$ cat config.mk
export PLATFORM = sky130hd
export DESIGN_NAME = multicycle_control
export DESIGN_NICKNAME = d
export VERILOG_FILES = /design/src/rtl/multicycle_control.sv
export SDC_FILE = /design/constraint.sdc
export NUM_CORES = 1
export LEC_CHECK = 0
export CAP_MARGIN = 20
export CELL_PAD_IN_SITES_DETAIL_PLACEMENT = 0
export CELL_PAD_IN_SITES_GLOBAL_PLACEMENT = 2
export CORE_MARGIN = 1.5
export CORE_UTILIZATION = 21
export CTS_CLUSTER_SIZE = 8
export DETAILED_ROUTE_END_ITERATION = 6
export PLACE_DENSITY_LB_ADDON = 0.1
export SYNTH_ARGS = -nofsm -noshare
export SYNTH_HDL_FRONTEND = slang
export SYNTH_SLANG_ARGS = --single-unit
$ cat constraint.sdc
create_clock -name iCLK -period 1.6 [get_ports iCLK]
set_clock_uncertainty 0.1 [all_clocks]
set_input_delay 0.24 -clock iCLK [delete_from_list [all_inputs] [get_ports iCLK]]
set_output_delay 0.24 -clock iCLK [all_outputs]
set_load 0.005 [all_outputs]
$ cat src/rtl/multicycle_control.sv
// Main control FSM for the multicycle RV32I core (one instruction at a time).
// Optional MULTICYCLE_ILLEGAL_TRAP_EN: unknown opcodes lock into TRAP until reset.
module multicycle_control #(
    parameter int STATE_W = 4
) (
    input  logic               iCLK,
    input  logic               iRST,
    input  logic [6:0]         iOpcode,
    input  logic               iZero,
    input  logic               iMemReady,
    output logic               oPCWrite,
    output logic               oIRWrite,
    output logic               oAdrSrc,
    output logic               oMemWrite,
    output logic               oRegWrite,
    output logic [1:0]         oALUSrcA,
    output logic [1:0]         oALUSrcB,
    output logic [1:0]         oALUOp,
    output logic [1:0]         oResultSrc,
`ifdef MULTICYCLE_ILLEGAL_TRAP_EN
    output logic               oIllegal,
`endif
    output logic [STATE_W-1:0] oState
);

    localparam logic [1:0] OP_ADD = 2'b00;
    localparam logic [1:0] OP_SUB = 2'b01;
    localparam logic [1:0] OP_ANY = 2'b10;
    localparam logic [1:0] OP_FWD = 2'b11;

    localparam logic [6:0] OPC_LW  = 7'b0000011;
    localparam logic [6:0] OPC_SW  = 7'b0100011;
    localparam logic [6:0] OPC_R   = 7'b0110011;
    localparam logic [6:0] OPC_I   = 7'b0010011;
    localparam logic [6:0] OPC_BEQ = 7'b1100011;
    localparam logic [6:0] OPC_JAL = 7'b1101111;
    localparam logic [6:0] OPC_LUI = 7'b0110111;

    typedef enum logic [STATE_W-1:0] {
        S_FETCH    = 4'd0,
        S_DECODE   = 4'd1,
        S_MEMADR   = 4'd2,
        S_MEMREAD  = 4'd3,
        S_MEMWB    = 4'd4,
        S_MEMWRITE = 4'd5,
        S_EXECR    = 4'd6,
        S_EXECI    = 4'd7,
        S_ALUWB    = 4'd8,
        S_BEQ      = 4'd9,
        S_JAL      = 4'd10,
        S_LUI      = 4'd11
`ifdef MULTICYCLE_ILLEGAL_TRAP_EN
        ,
        S_TRAP     = 4'd12
`endif
    } state_t;

    state_t r_state;
    state_t w_next;

    always_ff @(posedge iCLK) begin
        if (iRST) r_state <= S_FETCH;
        else      r_state <= w_next;
    end

    always_comb begin
        w_next     = r_state;
        oPCWrite   = 1'b0;
        oIRWrite   = 1'b0;
        oAdrSrc    = 1'b0;
        oMemWrite  = 1'b0;
        oRegWrite  = 1'b0;
        oALUSrcA   = 2'b00;
        oALUSrcB   = 2'b00;
        oALUOp     = OP_ADD;
        oResultSrc = 2'b00;
`ifdef MULTICYCLE_ILLEGAL_TRAP_EN
        oIllegal   = 1'b0;
`endif
        case (r_state)
            S_FETCH: begin
                oALUSrcB   = 2'b10;
                oResultSrc = 2'b10;
                if (iMemReady) begin
                    oIRWrite = 1'b1;
                    oPCWrite = 1'b1;
                    w_next   = S_DECODE;
                end
            end
            S_DECODE: begin
                // oldPC + imm lands in ALUOut as the branch target
                oALUSrcA = 2'b01;
                oALUSrcB = 2'b01;
                case (iOpcode)
                    OPC_LW, OPC_SW: w_next = S_MEMADR;
                    OPC_R:          w_next = S_EXECR;
                    OPC_I:          w_next = S_EXECI;
                    OPC_BEQ:        w_next = S_BEQ;
                    OPC_JAL:        w_next = S_JAL;
                    OPC_LUI:        w_next = S_LUI;
`ifdef MULTICYCLE_ILLEGAL_TRAP_EN
                    default:        w_next = S_TRAP;
`else
                    default:        w_next = S_FETCH;
`endif
                endcase
            end
            S_MEMADR: begin
                oALUSrcA = 2'b10;
                oALUSrcB = 2'b01;
                w_next   = (iOpcode == OPC_LW) ? S_MEMREAD : S_MEMWRITE;
            end
            S_MEMREAD: begin
                oAdrSrc = 1'b1;
                if (iMemReady) w_next = S_MEMWB;
            end
            S_MEMWB: begin
                oResultSrc = 2'b01;
                oRegWrite  = 1'b1;
                w_next     = S_FETCH;
            end
            S_MEMWRITE: begin
                oAdrSrc   = 1'b1;
                oMemWrite = 1'b1;
                if (iMemReady) w_next = S_FETCH;
            end
            S_EXECR: begin
                oALUSrcA = 2'b10;
                oALUOp   = OP_ANY;
                w_next   = S_ALUWB;
            end
            S_EXECI: begin
                oALUSrcA = 2'b10;
                oALUSrcB = 2'b01;
                oALUOp   = OP_ANY;
                w_next   = S_ALUWB;
            end
            S_ALUWB: begin
                oRegWrite = 1'b1;
                w_next    = S_FETCH;
            end
            S_BEQ: begin
                oALUSrcA = 2'b10;
                oALUOp   = OP_SUB;
                oPCWrite = iZero;
                w_next   = S_FETCH;
            end
            S_JAL: begin
                // jump target comes from ALUOut; ALU forms PC+4 for the link write
                oALUSrcA = 2'b01;
                oALUSrcB = 2'b10;
                oPCWrite = 1'b1;
                w_next   = S_ALUWB;
            end
            S_LUI: begin
                oALUSrcB = 2'b01;
                oALUOp   = OP_FWD;
                w_next   = S_ALUWB;
            end
`ifdef MULTICYCLE_ILLEGAL_TRAP_EN
            S_TRAP: begin
                oIllegal = 1'b1;
            end
`endif
            default: w_next = S_FETCH;
        endcase
    end

    assign oState = r_state;

endmodule
* Word-level counts from Yosys, hierarchy flattened
Index checks and enable logic that the tools add are counted.
** Storage, ports and cells
- Register bits :: 4
- Word-level logic and storage cells :: 49
- Bits of input ports :: 11
** Operators by class
- Eq/ne operators :: 21
- Muxes and demuxes :: 16
- Reduce and logical (&&, ||, !) cells :: 11
** Operators by type and width (count)
- case mux 4 bit (6 select lines) :: 2
- == test 7 x 6 -> 1 bit, second input constant :: 3
- == test 4 x 3 -> 1 bit, second input constant :: 4
- == test 4 bit, second input constant :: 4
- == test 7 bit, second input constant :: 2
- 2-to-1 mux 4 bit :: 3
- case mux 2 bit (2 select lines) :: 3
- OR reduction 2 bit :: 6
- OR reduction 4 bit :: 3
- == test 4 x 2 -> 1 bit, second input constant :: 2
- == test 7 x 2 -> 1 bit, second input constant :: 1
- == test 7 x 5 -> 1 bit, second input constant :: 1
- inequality test 2 bit, second input constant :: 3
- case mux 2 bit (3 select lines) :: 1
- 2-to-1 mux 1 bit :: 5
- == test 4 x 1 -> 1 bit, second input constant :: 1
- zero test 4 bit :: 1
- 2-to-1 mux 3 bit :: 1
- case mux 1 bit (3 select lines) :: 1
- AND reduction 3 bit :: 1

* Longest topological paths before layout
Gate-level depths: netlist (run 1).
- Word-level depth :: 4
- Depth in mapped cells :: 5
- Mapped depth without buffers :: 4

* Least setup slack after synthesis (run 1)
No wires, ideal clock.
- Path type :: register to output
- From :: register r_state[3], in the netlist oState[3]
- To :: output port oIRWrite
- Buffers on the path :: 2
- Arrival :: 1.125 ns
- Setup slack :: 0.135 ns
- Cell stages (with the launch flop) :: 5
- Cells stage by stage :: dfxtp_1 > buf_2 > buf_6 > nor4_1 > and2_1
** Between the ends
- Longest elaborated chain between the ends :: 2
** RTL lines
- start, declared :: RTL line 58 : state_t r_state;
- start signal, assigned :: RTL line 63 : else r_state <= w_next;
- zero test 4 bit :: RTL line 80 : case (r_state)
- 2-to-1 mux 1 bit :: RTL line 80
- end, declared :: RTL line 12 : output logic oIRWrite,
Every way passes these cells.

* Final worst setup path (run 1)
- From :: register r_state[1], in the netlist oState[1]
- To :: output port oALUSrcB[0]
** Between the ends
- Longest elaborated chain between the ends :: 3
- Elaborated cells between the ends (all ways) :: 9
- Those cells by class :: 5 x eq/ne; 1 x mux; 3 x reduce/logical
** RTL lines
- == test 4 x 1 -> 1 bit (tied with other cells) :: RTL line 80
- OR reduction 4 bit (no source line) / OR reduction 2 bit (equally long branches)
- case mux 2 bit (2 select lines) (*) :: RTL line 80
- end, declared :: RTL line 17 : output logic [1:0] oALUSrcB,
Mark *: on every way between the ends. The rest lies on a longest branch, timed or not.

==> results of run 1 <==
==> worst max-delay path: cells and delay by family (launching register included) <==
family | cells | cell delay [ns]
xor+xnor | 1 | 0.14
flops | 1 | 0.36
buf+inv | 3 | 0.36
compound gates | 2 | 0.24
==> worst max-delay path by stage <==
stage	end	slack, ns	depth (start not counted)
floorplan	oIRWrite	0.13	4
global placement	oALUSrcB[0]	-0.30	6
detailed placement	oALUSrcB[0]	-0.29	6
CTS	oIRWrite	-0.08	5
global route	oALUSrcB[0]	-0.11	6
finish	oALUSrcB[0]	-0.08	6
==> cell usage after synthesis, types with 2 or more instances <==
| cell type | number | area share [%] |
|---|---|---|
| nand2_1 | 8 | 4.7 |
| a21oi_1 | 7 | 5.5 |
| nor2_1 | 7 | 4.1 |
| buf_2 | 4 | 3.1 |
| dfxtp_1 | 4 | 13 |
| inv_1 | 4 | 2.4 |
| nor3_1 | 4 | 3.1 |
| a2bb2oi_1 | 3 | 4.1 |
| and3_1 | 3 | 2.9 |
| buf_6 | 3 | 5.3 |
| nand2b_1 | 3 | 2.9 |
| nand3_1 | 3 | 2.4 |
| nor4_1 | 3 | 2.9 |
| or3_1 | 3 | 2.9 |
| xor2_1 | 3 | 4.1 |
| clkbuf_1 | 2 | 1.2 |
| nand3b_1 | 2 | 2.4 |
| nor2b_1 | 2 | 2.0 |
| o21ai_0 | 2 | 1.6 |
| o22ai_1 | 2 | 2.0 |
==> cell families after synthesis <==
group / Yosys count
buffers and inverters: 13
multiplexers: 1
AND/OR/NAND/NOR: 47
flip-flops: 4
XOR/XNOR: 4
AO/OA/AOI/OAI: 23
==> layer usage <==
layer / vias to the layer above / wire (µm) / part of all wire, %
li1: 470 / - / -
met1: 439 / 1290 / 50
met2: 20 / 1180 / 46
met3: 2 / 100 / 3.9
met4: 0 / 18 / 0.69
met5: - / 0 / 0
==> what timing repair did <==
action / CTS / global route
endpoints found under the setup margin: 20 / 14
resized for setup: 95 / 15
pin swaps: 13 / 13
hold buffers: 0 / 0
endpoints found under the hold margin: 0 / 0
buffers inserted: 12 / 6
==> final cells by class <==
type | instances | share of cell area (%)
multi-input combinational | 75 | 45.2
timing repair buffer | 73 | 42.7
sequential | 4 | 6.63
tap | 31 | 2.78
clock buffer | 3 | 1.61
inverter | 4 | 1.08
==> stage by stage <==
step	util [%]	setup slack (ns)
after CTS	47.7	-0.0819
after detailed placement	39.5	-0.293
after global routing	49.4	-0.108
after floorplan	-	0.135
after global placement	39.5	-0.303
final	49.4	-0.0783
==> power by group <==
group | internal, mW | switching (mW)
logic | 0.168 | 0.129
clock network | 0.0837 | 0.0379
registers | 0.101 | 0.00413
total | 0.353 | 0.171
==> results.toml, run 1 <==
[clocking]
h-tree-depth = 1
cts-root-buf = "clkbuf_4"
clock-sinks = 4
clock_path_buffers = 2
numCtsBuffers = 3
path_clk_slew_ns = 0.04
cts_tree = "done"
worst_skew_pair.late_latency_ns = 0.23

[final_layout]
syn_to_final_growth_pct = 119
design_area_um2 = 1400
final_cell_count_no_fill = 190
ff_latch_area_um2 = 92.6
multi_input_area_um2 = 631
layout.nets = 172
final_common_cell = "buf_4"
num-fill-cells = 289
num_antenna_cells = 0
final_layout_size_suffix_gt1_share_pct = 59.1
final_cell_mix = "buf_4 (33), buf_6 (14), dlygate4sd2_1 (11)"
largest_reg_flops = 4

[flow_run]
cap_violations = 0

[grt]
grt_pass1_wl_mm = 4.44
grt_pass1_vias = 921
grt_usage_pct = 16.8
overflow = 0
grt.busiest_layer = "met2"
grtUsageMet2_pct = 25.8
grt_util_met1_pct = 24.6
antenna_found_initial = 0
grt_max_degree = 8
grtUsageMet3_pct = 3.79

[worst_setup_path]
worstRegToRegCells = 5
cp-start-kind = "flop"
setup.worst_path.class = "reg -> out"
critPathMaxStageDelay_ns = 0.36
critPathSlowestCell = "dfxtp_4"
r2r-start = "oState[2]"
critPathMostFrequentCell = "buf_6"
cp-end-kind = "output pin"
worstPathArrival_ns = 1.34
required_ns = 1.26
crit_fanout = 5
crit_chain = "buf_6 > buf_6 > xor2_2 > o21ai_1 > o22ai_1 > buf_2"
timing.rr.end = "oState[0]"
cp-startpoint = "oState[1]"
r2r_slack_ns = 0.03

[yosys]
ys_types = 40
synthAdderAreaFrac_pct = 0
syn-instance-count = 92
synth_edf_count = 0
synth-simple-area-share_pct = 41.8
synth-compound-area-share_pct = 26.7
synth_top_family_by_area = "simple AND/OR/NAND/NOR gates"
synth_top_flop_cell = "dfxtp_1"
async_flop_share_pct = 0
synthMuxAreaShare_pct = 1.57
synth.ff_latch_count = 4
yosys_warnings = 0
avgSynthCellArea_um2 = 6.94
synth_fp_nets = 103
ys_seq_area_share_pct = 12.5
synth_area_um2 = 638
synth_xor_area_share_pct = 5.49

[place]
globalplace.congestion = 0.756
placedCellCount = 172
port_buffers = 27
placed_area_um2 = 1120
dpl.hpwl_mm = 1.80

[power]
power_density_nw_per_um2 = 375
p_leak_nw = 0.637
power_mw = 0.524
ir_drop_mv = 0.415

[routing]
vias_per_cell = 4.90
vias = 931
drc = 3
antenna_left = 0
firstDrtPassIters = 7
drtIter0Drc = 25
wl_per_cell_um = 13.6
routed_wl_mm = 2.59

[hold_path]
min_from = "iOpcode[6]"
hold_depth = 4
min_path_type = "in -> reg"
worstHoldEndpoint = "oState[1]"

[status]
outcome = "finished, violations left"
violations = "DRC, setup timing"

[die]
row_count = 19
coreArea_um2 = 2830
start_util_pct = 22.6
io_pins = 28
die_h_um = 58.1
die_area_um2 = 3380
dieWidth_um = 58.1

[sta]
setup_ws_ns = -0.0783
hold_viol = 0
max_clock_freq_ghz = 0.596
rsz0062_at_grt = "yes"
tns_ns = -0.0801
final.period_utilization_pct = 105
whs_ns = 0.540
fin_crit_ns = 1.68
drv_slew = 0
setup_viol = 2
tightestPinTransition_ns = 0.368
max_slew_margin_pct = 75.3
Power figures use the tool's default switching activity.
==> run 2: changes to the inputs <==
--- a/config.mk
+++ b/config.mk
@@ -13,6 +13,7 @@
 export CTS_CLUSTER_SIZE = 8
 export DETAILED_ROUTE_END_ITERATION = 6
 export PLACE_DENSITY_LB_ADDON = 0.1
+export SLEW_MARGIN = 10
 export SYNTH_ARGS = -nofsm -noshare
 export SYNTH_HDL_FRONTEND = slang
 export SYNTH_SLANG_ARGS = --single-unit
==> results of run 2 <==
Final layout, timing and power as in run 1 (identical DEF).
